File: config.mk
export PLATFORM = sky130hd
export DESIGN_NAME = scan_decoder
export DESIGN_NICKNAME = d
export VERILOG_FILES = /design/src/rtl/scan_decoder_pkg.sv /design/src/rtl/scan_prescaler.sv /design/src/rtl/scan_decoder.sv
export SDC_FILE = /design/constraint.sdc
export NUM_CORES = 1
export LEC_CHECK = 0
export CELL_PAD_IN_SITES_DETAIL_PLACEMENT = 0
export CELL_PAD_IN_SITES_GLOBAL_PLACEMENT = 1
export CORE_MARGIN = 1.5
export CORE_UTILIZATION = 37
export CTS_CLUSTER_DIAMETER = 80
export CTS_CLUSTER_SIZE = 20
export DETAILED_ROUTE_END_ITERATION = 6
export GPL_ROUTABILITY_DRIVEN = 0
export GPL_TIMING_DRIVEN = 0
export PLACE_DENSITY = 0.8
export SLEW_MARGIN = 20
export SYNTH_ARGS = -nofsm -noshare
export SYNTH_HDL_FRONTEND = slang
export SYNTH_HIERARCHICAL = 1
export SYNTH_SLANG_ARGS = --single-unit
File: constraint.sdc
create_clock -name clk -period 4.25 [get_ports clk]
set_input_delay 0.85 -clock clk [delete_from_list [all_inputs] [get_ports clk]]
set_output_delay 0.85 -clock clk [all_outputs]
set_load 0.01 [all_outputs]
File: src/rtl/scan_decoder_pkg.sv
// -----------------------------------------------------------------------------
// scan_decoder_pkg
// Shared definitions for the scan decoder: mode encodings and a one-hot helper.
// onehot() works at the widest supported select (MAX_N bits); callers
// zero-extend their select and truncate the result to 2**N bits.
// -----------------------------------------------------------------------------
package scan_decoder_pkg;

  localparam int MAX_N = 8;
  localparam int MAX_W = 256;

  localparam logic MODE_DECODE = 1'b0;
  localparam logic MODE_SCAN   = 1'b1;

  // Decode a select value into a single set bit at position sel.
  function automatic logic [MAX_W-1:0] onehot(input logic [MAX_N-1:0] sel);
    logic [MAX_W-1:0] v;
    v      = '0;
    v[sel] = 1'b1;
    return v;
  endfunction

endpackage

File: src/rtl/scan_prescaler.sv
// -----------------------------------------------------------------------------
// scan_prescaler
// Counts 0..DIV-1 while run is high; tick is high combinationally during the
// cycle the count sits at DIV-1, so the owner steps on that edge.
// Ports:
//   clk   : clock, rising edge
//   rst_n : synchronous active-low reset (count -> 0)
//   run   : advance the count this cycle
//   clear : force the count to 0 (wins over run)
//   tick  : terminal count reached while running
// -----------------------------------------------------------------------------
module scan_prescaler #(
  parameter int DIV = 10
) (
  input  logic clk,
  input  logic rst_n,
  input  logic run,
  input  logic clear,
  output logic tick
);

  localparam int            PW = (DIV > 1) ? $clog2(DIV) : 1;
  localparam logic [PW-1:0] TC = PW'(DIV - 1);

  logic [PW-1:0] cnt_q;
  logic [PW-1:0] cnt_d;

  assign tick = run && (cnt_q == TC);

  // Next count: clear dominates, terminal count rolls over, idle holds.
  always_comb begin
    cnt_d = cnt_q;
    if (clear) begin
      cnt_d = '0;
    end else if (tick) begin
      cnt_d = '0;
    end else if (run) begin
      cnt_d = cnt_q + PW'(1);
    end else begin
      cnt_d = cnt_q;
    end
  end

  // Count register with synchronous reset.
  always_ff @(posedge clk) begin
    if (!rst_n) begin
      cnt_q <= '0;
    end else begin
      cnt_q <= cnt_d;
    end
  end

endmodule

File: src/rtl/scan_decoder.sv
// -----------------------------------------------------------------------------
// scan_decoder
// N-to-2**N one-hot decoder with registered output and a built-in scan
// sequencer. DECODE mode decodes sel_in; SCAN mode steps the select every DIV
// cycles and pulses wrap when it rolls over from 2**N-1 to 0.
// Ports:
//   clk     : clock, rising edge
//   rst_n   : synchronous active-low reset
//   en      : enable; low holds select/prescaler and blanks out/wrap
//   mode    : MODE_DECODE / MODE_SCAN
//   load    : SCAN only, load sel_in into the scan counter
//   sel_in  : external select or load value
//   out     : registered one-hot of cur_sel (zero while disabled/reset)
//   cur_sel : registered select currently decoded
//   wrap    : one-cycle pulse coincident with the wrap to 0
// -----------------------------------------------------------------------------
module scan_decoder
  import scan_decoder_pkg::*;
#(
  parameter int N   = 4,
  parameter int DIV = 10
) (
  input  logic              clk,
  input  logic              rst_n,
  input  logic              en,
  input  logic              mode,
  input  logic              load,
  input  logic [N-1:0]      sel_in,
  output logic [(1<<N)-1:0] out,
  output logic [N-1:0]      cur_sel,
  output logic              wrap
);

  localparam int W = 1 << N;

  logic [N-1:0] sel_q;
  logic [N-1:0] sel_d;
  logic [W-1:0] out_q;
  logic [W-1:0] out_d;
  logic         wrap_q;
  logic         wrap_d;

  logic run_s;
  logic clear_s;
  logic tick_s;

  // Prescaler runs only in enabled SCAN; it is zeroed in DECODE and on load.
  assign run_s   = en && (mode == MODE_SCAN);
  assign clear_s = en && ((mode == MODE_DECODE) || load);

  scan_prescaler #(
    .DIV (DIV)
  ) u_prescaler (
    .clk   (clk),
    .rst_n (rst_n),
    .run   (run_s),
    .clear (clear_s),
    .tick  (tick_s)
  );

  // Next select and wrap; load beats a coincident terminal-count step.
  always_comb begin
    sel_d  = sel_q;
    wrap_d = 1'b0;
    if (!en) begin
      sel_d = sel_q;
    end else if ((mode == MODE_DECODE) || load) begin
      sel_d = sel_in;
    end else if (tick_s) begin
      sel_d  = sel_q + N'(1);
      wrap_d = &sel_q;
    end else begin
      sel_d = sel_q;
    end
  end

  // Output decodes the next select so out and cur_sel always agree.
  always_comb begin
    out_d = '0;
    if (en) begin
      out_d = W'(onehot(MAX_N'(sel_d)));
    end else begin
      out_d = '0;
    end
  end

  // State and output registers with synchronous reset.
  always_ff @(posedge clk) begin
    if (!rst_n) begin
      sel_q  <= '0;
      out_q  <= '0;
      wrap_q <= 1'b0;
    end else begin
      sel_q  <= sel_d;
      out_q  <= out_d;
      wrap_q <= wrap_d;
    end
  end

  assign out     = out_q;
  assign cur_sel = sel_q;
  assign wrap    = wrap_q;

endmodule

Yosys cells after proc, flatten, opt, wreduce, memory -nomap -nowiden. Cells that the tools add are included.

Reduce and logical (&&, ||, !) cells: 9. Mux-type cells: 5. $add $sub $neg: 2. Bitwise operators: 4. Magnitude comparators: 2. Equal/unequal tests: 1.

Operator list (count): 4-bit two-way mux (3); 4-bit by 9-bit < comparator with 1-bit output (second input constant) (1); 4-bit by 1-bit adder with 4-bit output (second input constant) (2); 1-bit demux with 4-bit select (1); 4-bit equality test (second input constant) (1); 4-bit by 1-bit >= comparator with 1-bit output (second input constant) (1); 1-bit logical AND (4); 1-bit NOT (4); 4-bit AND reduction (1); 4-bit OR reduction (1); 3-bit OR reduction (1); 2-bit AND reduction (1); 1-bit logical OR (1); 1-bit two-way mux (1).

Output and inout bits: 21. Flip-flop bits (word level): 25. Logic and storage cells: 27. Input port bits: 9.

Logic depth before layout (Yosys ltp). Gate-level depths: netlist of run 1.

Word-level depth: 9. Depth in mapped cells: 8. Gate-level depth less buffers: 7.

Cells and area by module. The synthesis of run 1 kept the hierarchy.

Modules (own cells, without submodules): scan_decoder (sequential area each 420.4 µm², cells each 80, instances 1, area an instance 840.8 µm²); scan_prescaler (sequential area each 80.1 µm², cells each 19, instances 1, area an instance 197.7 µm²).

Least setup slack after synthesis of run 1. Ideal clock, no wire load.

Path kind: in2reg. Start point: input en. End point: register out_q[10], in the netlist out[10]. Arrival: 2.465 ns. Data required time: 4.158 ns. Stages on the path: 8. Buffers on the path: 2. Path slack: 1.692 ns. Library setup time: 0.092 ns. Cells stage by stage: buf_2 and2_1 and4b_4 nand2_2 a21o_1 a211o_1 buf_6 nor4_1.

Longest elaborated chain between the ends: 9. Elaborated cells on any way between the ends: 11. Those cells by class: 2 x order compare; 5 x mux; 4 x reduce/logical.

RTL lines: from (decl) (line scan_decoder.sv:25) `input logic en,`; 1-bit logical AND (*) (line scan_decoder.sv:48) `assign run_s = en && (mode == MODE_SCAN);`; via run_s (line scan_decoder.sv:43) `logic run_s;`; 1-bit logical AND (*) (line scan_prescaler.sv:28) `assign tick = run && (cnt_q == TC);`; via tick_s (line scan_decoder.sv:45) `logic tick_s;`; 4-bit two-way mux (*) (line scan_decoder.sv:69) `end else if (tick_s) begin`; 4-bit two-way mux (*) (line scan_decoder.sv:67) `end else if ((mode == MODE_DECODE) || load) begin`; 4-bit two-way mux (*) (line scan_decoder.sv:65) `if (!en) begin`; 4-bit by 9-bit < comparator with 1-bit output (implied by the code) or 4-bit by 1-bit >= comparator with 1-bit output (tied branches) (line scan_decoder_pkg.sv:19) `v[sel] = 1'b1;`; 1-bit logical AND (implied by the code) (line scan_decoder_pkg.sv:19); 1-bit two-way mux (implied by the code) (line scan_decoder_pkg.sv:19); 1-bit demux with 4-bit select (*) (line scan_decoder_pkg.sv:19); to (signal assigned) (line scan_decoder.sv:95) `out_q <= out_d;`; to (decl) (line scan_decoder.sv:38) `logic [W-1:0] out_q;`.

The timed path passes the listed nets; every way through them passes the cells marked *. A chain may end at the register's enable or synchronous reset.

Final worst setup path of run 1.
Start point: input en. End point: register out_q[15], in the netlist out[15].

Same word-level chain as after synthesis.

==> results of run 1 <==
[state kept, by name, indices dropped and copies added, names as in the netlist]
signal / cells
out: 16
u_prescaler/cnt_q: 4
cur_sel: 4
wrap: 1
[synth_stat cells, types with 2 or more instances]
| cell type | n | area (um2) |
|---|---|---|
| a21oi_1 | 3 | 15.0 |
| ha_1 | 3 | 37.5 |
| nor4_1 | 9 | 56.3 |
| and2_1 | 3 | 18.8 |
| nand4_1 | 4 | 25.0 |
| nand2_1 | 2 | 7.51 |
| o2bb2ai_1 | 2 | 17.5 |
| nor2_1 | 6 | 22.5 |
| a21o_1 | 2 | 15.0 |
| a211oi_2 | 3 | 37.5 |
| nor3_1 | 9 | 45.0 |
| inv_1 | 2 | 7.51 |
| nand2b_1 | 2 | 12.5 |
| dfxtp_1 | 25 | 500 |
| nor2b_1 | 2 | 12.5 |
| xor2_1 | 3 | 26.3 |
[power by group]
group / switching, mW / internal, mW
sequential: 0.00606 / 0.240
clock: 0.0728 / 0.0359
combinational: 0.0364 / 0.0311
[final timing paths]
check                       startpoint                   end  slack, ps  depth (start not counted)
setup / recovery                    en               out[15]       1210                          8
hold / removal    u_prescaler/cnt_q[3]  u_prescaler/cnt_q[3]        560                          2
setup reg to reg  u_prescaler/cnt_q[1]                out[7]       2110                          7
hold reg to reg   u_prescaler/cnt_q[3]  u_prescaler/cnt_q[3]        560                          2
[cell usage in the layout (no fill, tap or decap), drive strengths merged]
| cell | n |
|---|---|
| and3b | 1 |
| o41a | 1 |
| xnor2 | 1 |
| clkbuf | 3 |
| xor2 | 3 |
| nor3 | 9 |
| clkinvlp | 1 |
| a211oi | 3 |
| a21oi | 3 |
| o211a | 1 |
| buf | 2 |
| a211o | 1 |
| nand4 | 4 |
| and4b | 1 |
| nor4 | 9 |
| o22ai | 1 |
| o2bb2ai | 2 |
| a2bb2oi | 1 |
| a2111o | 1 |
| nor2b | 2 |
| clkdlybuf4s50 | 29 |
| inv | 2 |
| or3b | 2 |
| nand2 | 3 |
| nor2 | 6 |
| nand3b | 1 |
| ha | 3 |
| dfxtp | 25 |
| nor4b | 1 |
| and2 | 4 |
| or4 | 1 |
| a21o | 2 |
| nand2b | 2 |
| and3 | 1 |
[layer usage]
layer | vias to the layer above | part of all wire | track usage
met1 | 420 | 0.45 | 0.206
met4 | 0 | 0.017 | 0.0680
met3 | 4 | 0.036 | 0.0419
met2 | 19 | 0.50 | 0.269
li1 | 438 | - | -
met5 | - | 0 | 0
[cell type report]
cell class	count	area (um2)
well taps	31	38.8
plain buffers	2	16.3
multi-input cells	70	514
flip-flops and latches	25	500
clock inverters	1	7.51
inverters	2	7.51
fillers	267	1310
repair buffers	29	290
clock buffers	3	22.5
[cell families (layout without fill, tap and decap cells)]
family | after synthesis | after routing | synth area share
simple gates | 47 | 47 | 0.283
flops | 25 | 25 | 0.482
compound gates | 16 | 16 | 0.142
xor+xnor | 4 | 4 | 0.0337
buf+inv | 4 | 37 | 0.0229
fa+ha+maj | 3 | 3 | 0.0361
[per-stage QoR]
step                      instance area, um2  hold slack (ps)
after detailed placement                1370              536
after global placement                  1370              496
after floorplan                         1040              479
final                                   1400              561
after global routing                    1400              605
after CTS                               1400              570
[worst max-delay path, delay by kind of cell]
| family | cells | cell delay [ps] |
|---|---|---|
| AO/OA/AOI/OAI | 2 | 560 |
| buffers and inverters | 2 | 730 |
| AND/OR/NAND/NOR | 4 | 1110 |
==> metrics.md, run 1 <==
| Metric | Value |
|---|---|
| DRC Markers | 0 |
| Max clock buf depth | 2 |
| DP Cell Count | approximately 160 |
| Inserted Clock Buffers | 3 |
| Post-DP HPWL | approximately 1800 um |
| Critical path data required time | 4470 ps |
| Critical path endpoint category | register |
| Synth Net Count | between 100 and 150 |
| Total number of vias | roughly 900 |
| Drt initial violations | 13 |
| Tmin final | just over 3000 ps |
| Worst skew pair latency | about 320 ps |
| Dpl ws | between 800 and 900 ps |
| Crit-path max FO | 10 |
| Final setup viols | 0 |
| Syn Std Cell Area | a little over 1000 um2 |
| VDD IR-drop max | between 0.2 and 0.25 mV |
| Area growth, synth to finish | 34.6% |
| CP Cell Sequence | clkdlybuf4s50_1 > buf_2 > and2_1 > and4b_4 > nand4_1 > a21oi_1 > o2bb2ai_1 > nor4_1 |
| Initial cell density of the core | 0.383 |
| Post-synth EDFFs | 0 |
| Ys Warns | 6 |
| CP startpoint kind | primary input |
| Sequential fraction of the synthesis area | 0.482 |
| Status | finished clean |
| Number of port buffers | 29 |
| Number of setup buffers added after CTS | 0 |
| Clk pin slew, worst setup/hold paths | around 150 ps |
| Cts repair resizes | 0 |
| Layout cells sized above 1 | 0.129 |
| Worst Setup Slack, final | approximately 1200 ps |
| Post-route ant nets | 0 |
| All-Layer GR Usage | 0.165 |
| Fin nets | 145 |
| Clk_skew | ~8.6 ps |
| Vias in the first global route | about 930 |
| Critical-path top delay cell | clkdlybuf4s50_1 |
| Number of antenna diodes | 0 |
| First-pass GRT wire length | a little over 4000 um |
| Non-Filler Instances | between 150 and 200 |
| Slew @ Worst Pin | ~680 ps |
| Die W | roughly 56 um |
| Crit path DAT | around 3300 ps |
| Routed wire per std cell | 14.8 um |
| Core Util, Final | 0.516 |
| Post-synth ARST share | 0 |
| Slew HR | 0.547 |
| Cts hold-fix bufs | 0 |
| Syn Inst Count | a little under 100 |
| First-pass DRT Iterations | 4 |
| FF+latch count, synth | 25 |
| Slowest cell delay on critical path | 500 ps |
| Antenna violations before repair | 0 |
| Core Box Area | about 2700 um2 |
| Vias per cell | about 5.4 |
| Post-Syn Area per Cell | approximately 10 um2 |
| Synth Flop Type | dfxtp_1 |
| Final Max Tran Viols | 0 |
| Row cnt | 19 |
| Die area | 3130 um2 |
| Max-cap violations | 0 |
| Largest net degree at the start of global routing | 16 |
| Final hold vios | 0 |
| Top Ports | 30 |
| H-tree level count | 1 |
| Hold/Removal Path Class | reg -> reg |
| TritonCTS clock tree | done |
| Tot Pwr | ~420 uW |
| Clock sink count | 25 |
| CTS Root Cell | clkbuf_4 |
| Setup TNS | 0 ps |
| Fmax | between 300 and 400 MHz |
| P per Cell Area | around 300 nW/um2 |
| Overflow left after global routing | 0 |
| Die height | between 50 and 60 um |
| Unrepaired setup endpoints after global routing | no |
| Crit path kind | in -> reg |
| Total Wirelength | roughly 2400 um |
| Leak | 0.506 nW |
| Post-synth cell types | 35 |
| Final cycle utilization of the critical path | 0.715 |
No activity file was read; power rests on OpenSTA's default activity.
==> run 2, diff against run 1 <==
- CORE_UTILIZATION: 37 -> 31
- PLACE_DENSITY: 0.8 -> 0.72
- clock period: 4.25 -> 2.5 ns (I/O delays scaled with it)
==> run 2 against run 1 <==
Effect of this change: count of clock-buffer cells in the layout unchanged; sequential share of layout area is 2.2 points lower; worst hold slack got worse by 28 ps; non-clock buffer count rose by 2; sequential power increased by 71%; die area increased by 18%; utilization decreased by 4.0 points; power up 74%; via count increased by 1.6%; setup slack got worse by 1100 ps; register-to-register slack lost 1700 ps; first-iteration DRC count is 100% higher; highest routed layer unchanged.
==> metrics.md, run 2 (synthesized netlist as in run 1, its figures left out) <==
| Metric | Value |
|---|---|
| Max-cap violations | 0 (unchanged) |
| Fin nets | 147 (+1.4%) |
| Inserted Clock Buffers | 3 (unchanged) |
| Antenna violations before repair | 0 (unchanged) |
| DRC Markers | 0 (unchanged) |
| CP startpoint kind | primary input |
| Drt initial violations | 26 (+13) |
| CP Cell Sequence | clkdlybuf4s50_1 > and2_4 > and4b_4 > nand2_2 > a21o_1 > a211o_1 > buf_6 > nor4_2 |
| Unrepaired setup endpoints after global routing | no |
| Die W | 60.9 um (+8.8%) |
| Total number of vias | 895 (+1.6%) |
| Largest register FFs | 16 (unchanged) |
| Core Box Area | 3130 um2 (+15%) |
| Total Wirelength | 2450 um (+1.2%) |
| Most common cell after layout, fill and taps aside | clkdlybuf4s50_1 |
| Die area | 3710 um2 (+18%) |
| Overflow left after global routing | 0 (unchanged) |
| First-pass DRT Iterations | 4 (unchanged) |
| Vias in the first global route | 900 (-3.0%) |
| VDD IR-drop max | 0.378 mV (+60%) |
| Crit path DAT | 2660 ps (-600 ps) |
| Cts hold-fix bufs | 0 (unchanged) |
| Number of antenna diodes | 0 (unchanged) |
| Crit path kind | in -> reg |
| DP Cell Count | 172 (+8.2%) |
| All-Layer GR Usage | 0.144 (-0.0208) |
| Leak | 0.543 nW (+7.3%) |
| Hold/Removal Path Class | reg -> reg |
| Worst setup startpoint | mode |
| Top Ports | 30 (unchanged) |
| Post-DP HPWL | 1750 um (-4.0%) |
| First-pass GRT wire length | 4040 um (-0.35%) |
| WHS | 533 ps (-27.9 ps) |
| Initial cell density of the core | 0.332 (-0.0512) |
| Layout cells sized above 1 | 0.187 (+0.0578) |
| P per Cell Area | 494 nW/um2 (+64%) |
| Status | finished clean |
| Tot Pwr | 736 uW (+74%) |
| Fmax | 413 MHz |
| Cell family with most CP delay | simple AND/OR/NAND/NOR gates |
| Hold Crit Start | u_prescaler/cnt_q[3] |
| Non-Filler Instances | 178 (+9.2%) |
| Area growth, synth to finish | 43.4% |
| Slowest cell delay on critical path | 590 ps (+90 ps) |
| Post-route ant nets | 0 (unchanged) |
| Row cnt | 20 (+1) |
| Slew HR | 0.691 (+0.144) |
| Final hold vios | 0 (unchanged) |
| Dpl ws | -536 ps (-1390 ps) |
| Final Max Tran Viols | 0 (unchanged) |
| Tmin final | about 2400 ps |
| Number of port buffers | 29 (unchanged) |
| Vias per cell | 5.03 (-7.0%) |
| Most frequent cells in the layout | clkdlybuf4s50_1 (28), dfxtp_1 (25), nor3_1 (9) |
| Die height | 60.9 um (+8.8%) |
| Slew @ Worst Pin | 463 ps (-217 ps) |
| Clock sink count | 25 (unchanged) |
| Worst skew pair latency | 320 ps (about the same) |
| Max clock buf depth | 2 (unchanged) |
| Reg-to-Reg Start | u_prescaler/cnt_q[1] |
| Final setup viols | 0 (unchanged) |
| Critical-path top delay cell | clkdlybuf4s50_1 |
| Layout fillers | 312 (+17%) |
| Clk pin slew, worst setup/hold paths | 140 ps (about the same) |
| Worst Setup Slack, final | 79.8 ps (-1130 ps) |
| Reg-to-reg setup timing slack | 410 ps (-1700 ps) |
| Routed wire per std cell | 13.8 um (-7.3%) |
| Critical path data required time | 2740 ps (-1730 ps) |
| TritonCTS clock tree | done |
| Largest net degree at the start of global routing | 17 (+1) |
| Critical path endpoint category | register |
| Crit-path max FO | 9 (-1) |
| CTS Root Cell | clkbuf_4 |
| Final cycle utilization of the critical path | 0.968 |
| Buf/Inv on CP | 2 (unchanged) |
| H-tree level count | 1 (unchanged) |
| Clk_skew | 4.99 ps (-3.63 ps) |
==> run 2: changes by cell type in the layout (fill, tap and decap cells not counted), sizes merged <==
cell,delta
buf,+2
clkdlybuf4s50,-1
clkinvlp,-1
dlymetal6s2s,+1
inv,+1
==> run 2: metal layers <==
layer	vias up	wire length [um]	track usage
met5	-	0	0
met2	33	1040	0.218
met3	2	159	0.0299
li1	443	-	-
met1	417	1230	0.204
met4	0	17	0.0466
==> run 2: layout make-up <==
cell class                      count  area [um2]  area share
Multi-Input combinational cell     70         564       0.379
Sequential cell                    25         500       0.336
Timing Repair Buffer               31         308       0.207
Tap cell                           44        55.1      0.0370
Clock buffer                        3        22.5      0.0151
Buffer                              2        22.5      0.0151
Clock inverter                      1        8.76     0.00588
Inverter                            2        7.51     0.00504
==> run 2: report_power, final <==
group | internal, mW | switching, mW | total (mW)
Clock | 0.0652 | 0.127 | 0.192
Sequential | 0.408 | 0.0116 | 0.420
Combinational | 0.0599 | 0.0648 | 0.125
Total | 0.533 | 0.203 | 0.736
==> run 2: worst register-to-register path: stages, from the launching register on <==
cell	delay [ps]
dfxtp_1	410
inv_1	60
ha_1	170
and4b_4	230
or3b_2	460
a21oi_1	250
a21oi_1	150
nor4_1	270
==> run 2: path summary, 6_finish.rpt <==
check / end / cells after the start
hold reg to reg: u_prescaler/cnt_q[3] / 2
setup reg to reg: out[14] / 7
setup / recovery: out[10] / 8
hold / removal: u_prescaler/cnt_q[3] / 2
==> run 2: what timing repair did <==
item,in CTS,in global routing
pin swaps,1,1
endpoints found under the hold margin,0,0
gates resized for setup,3,9
setup endpoints to repair,18,18
setup buffers,1,1
cloned,0,0
==> run 2: through the flow <==
stage | setup TNS (ps) | area [um2] | util
finish | 0 | 1490 | 0.476
floorplan | 0 | 1040 | -
CTS | 0 | 1430 | 0.456
detailed placement | -8850 | 1380 | 0.442
global route | 0 | 1490 | 0.476
global placement | -8390 | 1380 | 0.442
==> run 3, diff against run 2 <==
- CTS_BUF_LIST: not set -> sky130_fd_sc_hd__clkbuf_4 sky130_fd_sc_hd__clkbuf_8 sky130_fd_sc_hd__clkbuf_16
==> results of run 3 <==
The final DEF is identical to that of run 2; final timing and power are the same.
